==> src/rtl/reg_bus_pkg.sv <==
// rtl/reg_bus_pkg.sv - shared types and constants for the register bus arbiter
package reg_bus_pkg;

  typedef enum logic [1:0] {
    IDLE = 2'd0,
    LO   = 2'd1,
    HI   = 2'd2,
    CAP  = 2'd3
  } state_e;

  localparam int REG_ADDR_W = 6;
  localparam int REG_DATA_W = 8;
  localparam int PORT_HOST  = 0;
  localparam int PORT_SEQ   = 1;

endpackage

==> src/rtl/rr_arb2.sv <==
// rtl/rr_arb2.sv - two-way round-robin grant with done mask and pointer advance
module rr_arb2 (
  input  logic       clk,
  input  logic       rst_n,
  input  logic [1:0] req,
  input  logic [1:0] done_mask,
  input  logic       advance,
  output logic [1:0] grant,
  output logic       grant_valid
);
  import reg_bus_pkg::*;

  logic       ptr;
  logic [1:0] eligible;

  // A port completing this cycle must not be re-granted on its stale request.
  always_comb begin
    eligible = req & ~done_mask;
    grant    = eligible;
    if (eligible == 2'b11) begin
      grant = ptr ? 2'b10 : 2'b01;
    end
  end

  assign grant_valid = |eligible;

  always_ff @(posedge clk or negedge rst_n) begin
    if (!rst_n) begin
      ptr <= 1'(PORT_HOST);
    end else if (advance && grant_valid) begin
      ptr <= grant[PORT_HOST] ? 1'(PORT_SEQ) : 1'(PORT_HOST);
    end
  end

endmodule

==> src/rtl/reg_bus_arbiter.sv <==
// rtl/reg_bus_arbiter.sv - two-port register bus arbiter sequencing narrow and wide beats
module reg_bus_arbiter
  import reg_bus_pkg::*;
#(
  parameter int ADDR_W = REG_ADDR_W,
  parameter int DATA_W = REG_DATA_W
) (
  input  logic                clk,
  input  logic                rst_n,
  input  logic [1:0]          req_i,
  input  logic [1:0]          we_i,
  input  logic [1:0]          wide_i,
  input  logic [ADDR_W-1:0]   addr0_i,
  input  logic [ADDR_W-1:0]   addr1_i,
  input  logic [2*DATA_W-1:0] wdata0_i,
  input  logic [2*DATA_W-1:0] wdata1_i,
  output logic [1:0]          done_o,
  output logic [2*DATA_W-1:0] rdata_o,
  output logic                bus_read,
  output logic                bus_write,
  output logic [ADDR_W-1:0]   bus_addr,
  output logic [DATA_W-1:0]   bus_wdata,
  input  logic [DATA_W-1:0]   bus_rdata
);

  state_e                state, state_nx;
  logic [1:0]            gnt;
  logic                  gnt_valid;
  logic                  win_port, win_we, win_wide;
  logic [ADDR_W-1:0]     win_addr;
  logic [2*DATA_W-1:0]   win_wdata;

  logic                  cmd_port, cmd_we, cmd_wide;
  logic [ADDR_W-1:0]     cmd_addr;
  logic [2*DATA_W-1:0]   cmd_wdata;
  logic [DATA_W-1:0]     res_lo;

  rr_arb2 u_arb (
    .clk         (clk),
    .rst_n       (rst_n),
    .req         (req_i),
    .done_mask   (done_o),
    .advance     (state == IDLE),
    .grant       (gnt),
    .grant_valid (gnt_valid)
  );

  always_comb begin
    win_port  = (gnt == 2'b10);
    win_we    = we_i[win_port];
    win_wide  = wide_i[win_port];
    win_addr  = win_port ? addr1_i : addr0_i;
    win_wdata = win_port ? wdata1_i : wdata0_i;
  end

  always_comb begin
    state_nx = state;
    unique case (state)
      IDLE: if (gnt_valid) state_nx = LO;
      LO:   state_nx = cmd_wide ? HI : CAP;
      HI:   state_nx = CAP;
      CAP:  state_nx = IDLE;
      default: state_nx = IDLE;
    endcase
  end

  // Bus outputs are registered off the current state so each beat lands in
  // the cycle its state is named for.
  always_ff @(posedge clk or negedge rst_n) begin
    if (!rst_n) begin
      state     <= IDLE;
      cmd_port  <= 1'b0;
      cmd_we    <= 1'b0;
      cmd_wide  <= 1'b0;
      cmd_addr  <= '0;
      cmd_wdata <= '0;
      res_lo    <= '0;
      bus_read  <= 1'b0;
      bus_write <= 1'b0;
      bus_addr  <= '0;
      bus_wdata <= '0;
      done_o    <= 2'b00;
      rdata_o   <= '0;
    end else begin
      state     <= state_nx;
      bus_read  <= 1'b0;
      bus_write <= 1'b0;
      bus_addr  <= '0;
      bus_wdata <= '0;
      done_o    <= 2'b00;
      rdata_o   <= '0;
      unique case (state)
        IDLE: begin
          if (gnt_valid) begin
            cmd_port  <= win_port;
            cmd_we    <= win_we;
            cmd_wide  <= win_wide;
            cmd_addr  <= win_addr;
            cmd_wdata <= win_wdata;
            bus_addr  <= win_addr;
            bus_write <= win_we;
            bus_read  <= !win_we;
            if (win_we) bus_wdata <= win_wdata[DATA_W-1:0];
          end
        end
        LO: begin
          if (cmd_wide) begin
            bus_addr  <= cmd_addr + ADDR_W'(1);
            bus_write <= cmd_we;
            bus_read  <= !cmd_we;
            if (cmd_we) bus_wdata <= cmd_wdata[2*DATA_W-1:DATA_W];
          end
        end
        HI: begin
          if (!cmd_we) res_lo <= bus_rdata;
        end
        CAP: begin
          done_o[cmd_port] <= 1'b1;
          if (!cmd_we) begin
            rdata_o <= cmd_wide ? {bus_rdata, res_lo} : {{DATA_W{1'b0}}, bus_rdata};
          end
        end
        default: ;
      endcase
    end
  end

endmodule

==> config.mk <==
export PLATFORM = sky130hd
export DESIGN_NAME = reg_bus_arbiter
export DESIGN_NICKNAME = d
export VERILOG_FILES = /design/src/rtl/reg_bus_pkg.sv /design/src/rtl/rr_arb2.sv /design/src/rtl/reg_bus_arbiter.sv
export SDC_FILE = /design/constraint.sdc
export NUM_CORES = 1
export LEC_CHECK = 0
export CAP_MARGIN = 0
export CORE_ASPECT_RATIO = 1.5
export CORE_MARGIN = 10
export CORE_UTILIZATION = 49
export DETAILED_ROUTE_END_ITERATION = 8
export PLACE_DENSITY = 0.85
export SETUP_SLACK_MARGIN = 0.02
export SKIP_CTS_REPAIR_TIMING = 1
export SLEW_MARGIN = 15
export SYNTH_ARGS = -nofsm -noshare
export SYNTH_HDL_FRONTEND = slang
export SYNTH_SLANG_ARGS = --single-unit
export TNS_END_PERCENT = 30
==> constraint.sdc <==
create_clock -name clk -period 4.9 [get_ports clk]
set_input_delay 0.98 -clock clk [delete_from_list [all_inputs] [get_ports clk]]
set_output_delay 0.98 -clock clk [all_outputs]
set_load 0.01 [all_outputs]
Word level (Yosys, flattened, before mapping). Index checks and enable logic that the tools add are counted.

Add/sub/neg operators: 1. Magnitude comparators: 3. Eq/ne operators: 6. Mux-type cells: 32. Bitwise gates (word level): 3. Reductions and logical operators: 8.

Operators by type and width (number): $mux W16 (4); $mux W8 (4); $mux W6 (3); $pmux W8 S2 (1); $pmux W6 S2 (1); $mux W1 (11); $eq A2 B2 Y1 const B (4); $mux W2 (4); $pmux W2 S4 (1); $add A6 B1 Y6 const B (1); $lt A1 B2 Y1 const B (2); $pmux W1 S2 (2); $reduce_and A2 Y1 (2); $and A2 B2 Y2 (1); $eq A2 B1 Y1 const B (1); $logic_and A1 B1 Y1 (2); $logic_not A1 Y1 (2); $logic_not A2 Y1 (1); $ne A2 B2 Y1 const B (1); $not A2 Y2 (1); $reduce_or A2 Y1 (1); $demux W1 S1 (1); $ge A1 B1 Y1 const B (1); $not A1 Y1 (1).

Flip-flop bits (word level): 70. Input bits: 60. Output and inout bits: 34.

Depth between registers and ports, before layout.
Depth in word-level cells: 10. Mapped depth: 8.

By module. A second synthesis with hierarchy kept.

Cells, all modules: 229. Area, all modules: 2702.6 um2.

Modules (own cells, without submodules): reg_bus_arbiter (times used 1, cells each 219, area each 2618.8 um2, seq. area each 1526.5 um2); rr_arb2 (times used 1, cells each 10, area each 83.8 um2, seq. area each 25.0 um2).

Least setup slack after synthesis. OpenSTA, ideal clock, no wires.

Path type: in2reg. From: in req_i[1]. To: reg bus_wdata[7]. Arrival: 1.828 ns. Required time: 4.774 ns. Path slack: 2.945 ns. Stages: 4. Buffers on the path: 0. Cell sequence: nor2b_4 -> o211a_4 -> and3_1 -> a311o_1.

Longest elaborated chain between the ends: 9. Elaborated cells on any way between the ends: 11.

Ends and longest elaborated chain: from (decl) (line reg_bus_arbiter.sv:10) `input logic [1:0] req_i,`; $and A2 B2 Y2 (*) (line rr_arb2.sv:18) `eligible = req & ~done_mask;`; $eq A2 B2 Y1 (line rr_arb2.sv:20) `if (eligible == 2'b11) begin`; $mux W2 (line rr_arb2.sv:20); $eq A2 B2 Y1 (line reg_bus_arbiter.sv:49) `win_port = (gnt == 2'b10);`; $mux W1 (implied by the code) (2 in series) (line reg_bus_arbiter.sv:50) `win_we = we_i[win_port];`; $mux W8 (line reg_bus_arbiter.sv:103) `if (win_we) bus_wdata <= win_wdata[DATA_W-1:0];`; $mux W8 (*) (line reg_bus_arbiter.sv:94) `if (gnt_valid) begin`; $pmux W8 S2 (*) (line reg_bus_arbiter.sv:92) `unique case (state)`; to (signal assigned) (line reg_bus_arbiter.sv:103); to (signal assigned) (line reg_bus_arbiter.sv:111) `if (cmd_we) bus_wdata <= cmd_wdata[2*DATA_W-1:DATA_W];`; to (decl) (line reg_bus_arbiter.sv:22) `output logic [DATA_W-1:0] bus_wdata,`.

Every way passes the cells marked *; elsewhere a longest branch is shown, timed or not. The select of a mux whose other input is x is not followed. A chain may end at the register's enable or synchronous reset.

Final worst setup path.
From: in req_i[0]. To: reg cmd_addr[0].

Longest elaborated chain between the ends: 5. Elaborated cells on any way between the ends: 7.

Ends and longest elaborated chain: $and A2 B2 Y2 (*) (line rr_arb2.sv:18); $eq A2 B2 Y1 (line rr_arb2.sv:20); $mux W2 (line rr_arb2.sv:20); $eq A2 B2 Y1 (line reg_bus_arbiter.sv:49); $mux W6 (line reg_bus_arbiter.sv:52) `win_addr = win_port ? addr1_i : addr0_i;`; to (signal assigned) (line reg_bus_arbiter.sv:98) `cmd_addr <= win_addr;`; to (decl) (line reg_bus_arbiter.sv:34) `logic [ADDR_W-1:0] cmd_addr;`.

Every way passes the cells marked *; elsewhere a longest branch is shown, timed or not.

==> results.md <==
- Result of the run: complete, no violations
- Wire length on met1: 2600 um
- Area share of the leading cell type in the synthesized netlist: 56.34%
- Hold violation total from the final report: 0
- Number of design rule violations left after detail routing: 0
- Detailed Routing Iterations Pass 1: 4
- Antenna diode instance count: 0
- Number of core rows: 33
- Final HPWL DP: 5191 um
- Number of primary I/O pins: 94
- Number of placed instances, taps included: 394
- Cell area after synthesis: 0.002754 mm2
- Die extent in y: 111.8 um
- Layout Area Growth over Synthesis: 43.39%
- Critical path required time: 5.07 ns
- Number of buffers inserted during clock tree synthesis: 9
- Initial antenna violation count: 0
- Setup slack, reg-to-reg: 2.89 ns
- Tightest Pin Transition: 1.100 ns
- Number of nets produced by synthesis: 309
- Global-route usage over all layers: 16.28%
- Root buffer cell: sky130_fd_sc_hd__clkbuf_8
- DIE AREA: 0.009081 mm2
- Clock skew: 0.008181 ns
- Wire length of the first global-routing pass: 11490 um
- CP cell instances: clkdlybuf4s50_1 > nor2b_1 > o21ai_2 > o21ai_0
- Post-placement worst setup slack: 1.959 ns
- Avg Vias per Cell: 5.288
- Grt ovf: 0
- Combinational family with the most area after synthesis: simple AND/OR/NAND/NOR gates
- Routed wire length on met3: 550 um
- Final ANT Viol Nets: 0
- Detailed-route via count: 2168
- Vias in the first global route: 2355
- Headroom to the max-slew limit: 26.64%
- Dominant delay contributor by cell family on the critical path: compound AO/OA/AOI/OAI gates
- Horizontal die dimension: 81.21 um
- Fraction of the cycle the final worst path needs: 52.88%
- XOR/XNOR share of the synthesized area: 1.272%
- Total count of max-transition violations in the final report: 0
- Commonest cells in the netlist: sky130_fd_sc_hd__dfrtp_1 (62), sky130_fd_sc_hd__and3_1 (25), sky130_fd_sc_hd__nand2_1 (20)
- Critical-path top delay cell: sky130_fd_sc_hd__o21ai_2
- Max VDD drop: 305.8 uV
- Worst Hold Class: reg2reg
- Count of buffer and inverter cells on the critical path: 1
- Number of library cell types mapped by synthesis: 33
- Fraction of layout cells with a size suffix above 1: 10.88%
- Post-Synth Adder-Cell Area: 2.272%
- Detailed route wirelength on metal2: 3580 um
- TritonCTS clock tree: yes
- Total area of multi-input combinational cells: 0.001107 mm2
- Largest cells by area after synthesis: sky130_fd_sc_hd__dfrtp_1 (56%), sky130_fd_sc_hd__and3_1 (5.7%), sky130_fd_sc_hd__mux2i_1 (5.5%)
- Sequential Area: 0.001551 mm2
- Standard cell core area: 0.005450 mm2
- Num Clock Sinks: 62
- FFs w/ async S/R, synth: 100.0%
- Detail-routed net length per standard cell: 17.33 um
- Number of enable flip-flop cells after synthesis: 0
- Setup violators final: 0
- CTS clock-pin slew for the worst setup and hold paths: 0.07 ns
- Worst Setup Slack, final: 2.309 ns
- Max frequency: 385.9 MHz
- Highest cell delay on the worst timing path: 0.84 ns
- Maximum fanout count along the critical path: 29
- Clock period minus final worst setup slack: 2.591 ns
- Maximum number of pins on one net before global-route repair: 63
- Fillcell total: 399
- Proportion of synthesized area in mux cells: 8.723%
- Worst Setup End Kind: flip-flop
- Arrival time worst endpoint: 2.76 ns
- Ys flop type: sky130_fd_sc_hd__dfrtp_1
- Leakage Power: 1.850 nW
- Type of the setup path with the least slack: in2reg
- Initial cell density of the core: 50.53%
- Cell with the most instances after synthesis: sky130_fd_sc_hd__dfrtp_1
- Number of I/O port buffers: 93
- Part of the Yosys area used for sequential elements: 56.34%
- Clock insertion delay at the later pin of the skew report: 0.35 ns
- Number of standard cells in the layout, taps in and fillers out: 410
- H-Tree Level Count: 3
- Total Wirelength: 7106 um
- Fin Setup TNS: 0 ns
- Final weighted congestion in routability-driven placement: 0.8229
- Setup repair after global routing missed its margin: no
- Post-synthesis cell count: 244
- Post-Syn Area per Cell: 11.29 um2
- Sort of element at the start of the critical path: input port
- Fraction of the mapped netlist area in compound gates: 12.18%
- Biggest area consumer among synthesized cells: sky130_fd_sc_hd__dfrtp_1
- Highest Signal Layer: met4
- Final nets: 400
- Synth warn: 0
- Pwr per Cell Area: 556.4 mW/mm2
- Max-cap violation count: 0
- Synthesized flop and latch total: 62
- Simple-gate area share of the yosys netlist: 15.63%
- Largest buffer count on any clock path: 2
- Number of violations reported at the end of detailed-routing iteration 0: 118
-- final timing paths --
kind | start | to | depth (start not counted)
worst max register to register | state[0]$_DFFE_PN0P_ | bus_wdata[0]$_DFF_PN0_ | 5
worst min-delay path | cmd_port$_DFFE_PN0P_ | done_o[0]$_DFF_PN0_ | 1
worst min register to register | cmd_port$_DFFE_PN0P_ | done_o[0]$_DFF_PN0_ | 1
max in group asynchronous | rst_n | done_o[1]$_DFF_PN0_ | 2
worst max-delay path | req_i[0] | cmd_addr[0]$_DFFE_PN0P_ | 4
min in group asynchronous | rst_n | cmd_wdata[12]$_DFFE_PN0P_ | 2
-- per-layer routing --
layer | vias up | global-route usage [%]
met5 | - | 0
met4 | 0 | 11.01
met3 | 26 | 5.233
met2 | 80 | 26.87
met1 | 1027 | 16.85
li1 | 1035 | -
-- registers in the layout, indices dropped and copies added, names as in the netlist, 2 cells and up --
register   cells
rdata_o       16
bus_wdata      8
cmd_wdata      8
res_lo         8
bus_addr       6
cmd_addr       6
done_o         2
state          2
-- final cells by class --
type                    count  share of cell area [%]
multi-input cells         164                   28.04
repair buffers             96                   24.02
flip-flops and latches     62                   39.29
well taps                  70                   2.218
inverters                   2                  0.1901
clock buffers              10                   3.485
clock inverters             6                   2.757
-- worst register-to-register path: cells and delay by family, from the launching register on --
kind                     cells  cell delay, ns
AO/OA/AOI/OAI                2            0.75
adder cells (fa/ha/maj)      1            0.35
flip-flops                   1            0.43
AND/OR/NAND/NOR              1            0.31
buffers and inverters        1            0.10
-- power breakdown --
| group | leakage (nW) | internal, mW | switching, mW |
|---|---|---|---|
| sequential | 0.791 | 0.703 | 0.145 |
| combinational | 0.933 | 0.418 | 0.383 |
| clock | 0.126 | 0.351 | 0.198 |
-- cells by family (layout without fill, tap and decap cells) --
kind of cell	count (synthesis)	count (layout)
muxes	23	23
and+or+nand+nor	81	81
adders and majority gates	5	5
xor gates and xnor gates	4	4
DFF	62	62
AOI/OAI and AO/OA	51	51
buffers and inverters	18	114
-- per-stage QoR --
step                power (mW)  area (um2)  util [%]  hold WS, ns
floorplan                1.333        2754         -       0.4173
global placement         1.615        3702     67.93       0.4584
detailed placement       1.653        3702     67.93       0.4585
CTS                      2.212        3949     72.45       0.4818
global route             2.340        3949     72.45       0.5025
finish                   2.197        3949     72.45       0.4752
-- placed cells by master (no fill, tap or decap), types with 2 or more instances in the layout --
cell	n
sky130_fd_sc_hd__mux2_2	8
sky130_fd_sc_hd__and3_1	25
sky130_fd_sc_hd__clkdlybuf4s50_1	92
sky130_fd_sc_hd__dfrtp_1	62
sky130_fd_sc_hd__nor2b_1	4
sky130_fd_sc_hd__clkinv_2	2
sky130_fd_sc_hd__clkbuf_8	10
sky130_fd_sc_hd__inv_1	2
sky130_fd_sc_hd__nand3_1	4
sky130_fd_sc_hd__o21ai_0	8
sky130_fd_sc_hd__and2_1	2
sky130_fd_sc_hd__o21ai_1	4
sky130_fd_sc_hd__buf_4	3
sky130_fd_sc_hd__a21oi_1	19
sky130_fd_sc_hd__o22ai_1	5
sky130_fd_sc_hd__bufinv_16	3
sky130_fd_sc_hd__o21ai_2	2
sky130_fd_sc_hd__ha_1	5
sky130_fd_sc_hd__nor2_1	19
sky130_fd_sc_hd__a311o_1	8
sky130_fd_sc_hd__a22o_1	2
sky130_fd_sc_hd__nand2b_1	2
sky130_fd_sc_hd__nand2_1	20
sky130_fd_sc_hd__xor2_1	3
sky130_fd_sc_hd__mux2i_1	15
Note: power is estimated with default switching activity, not from simulation.
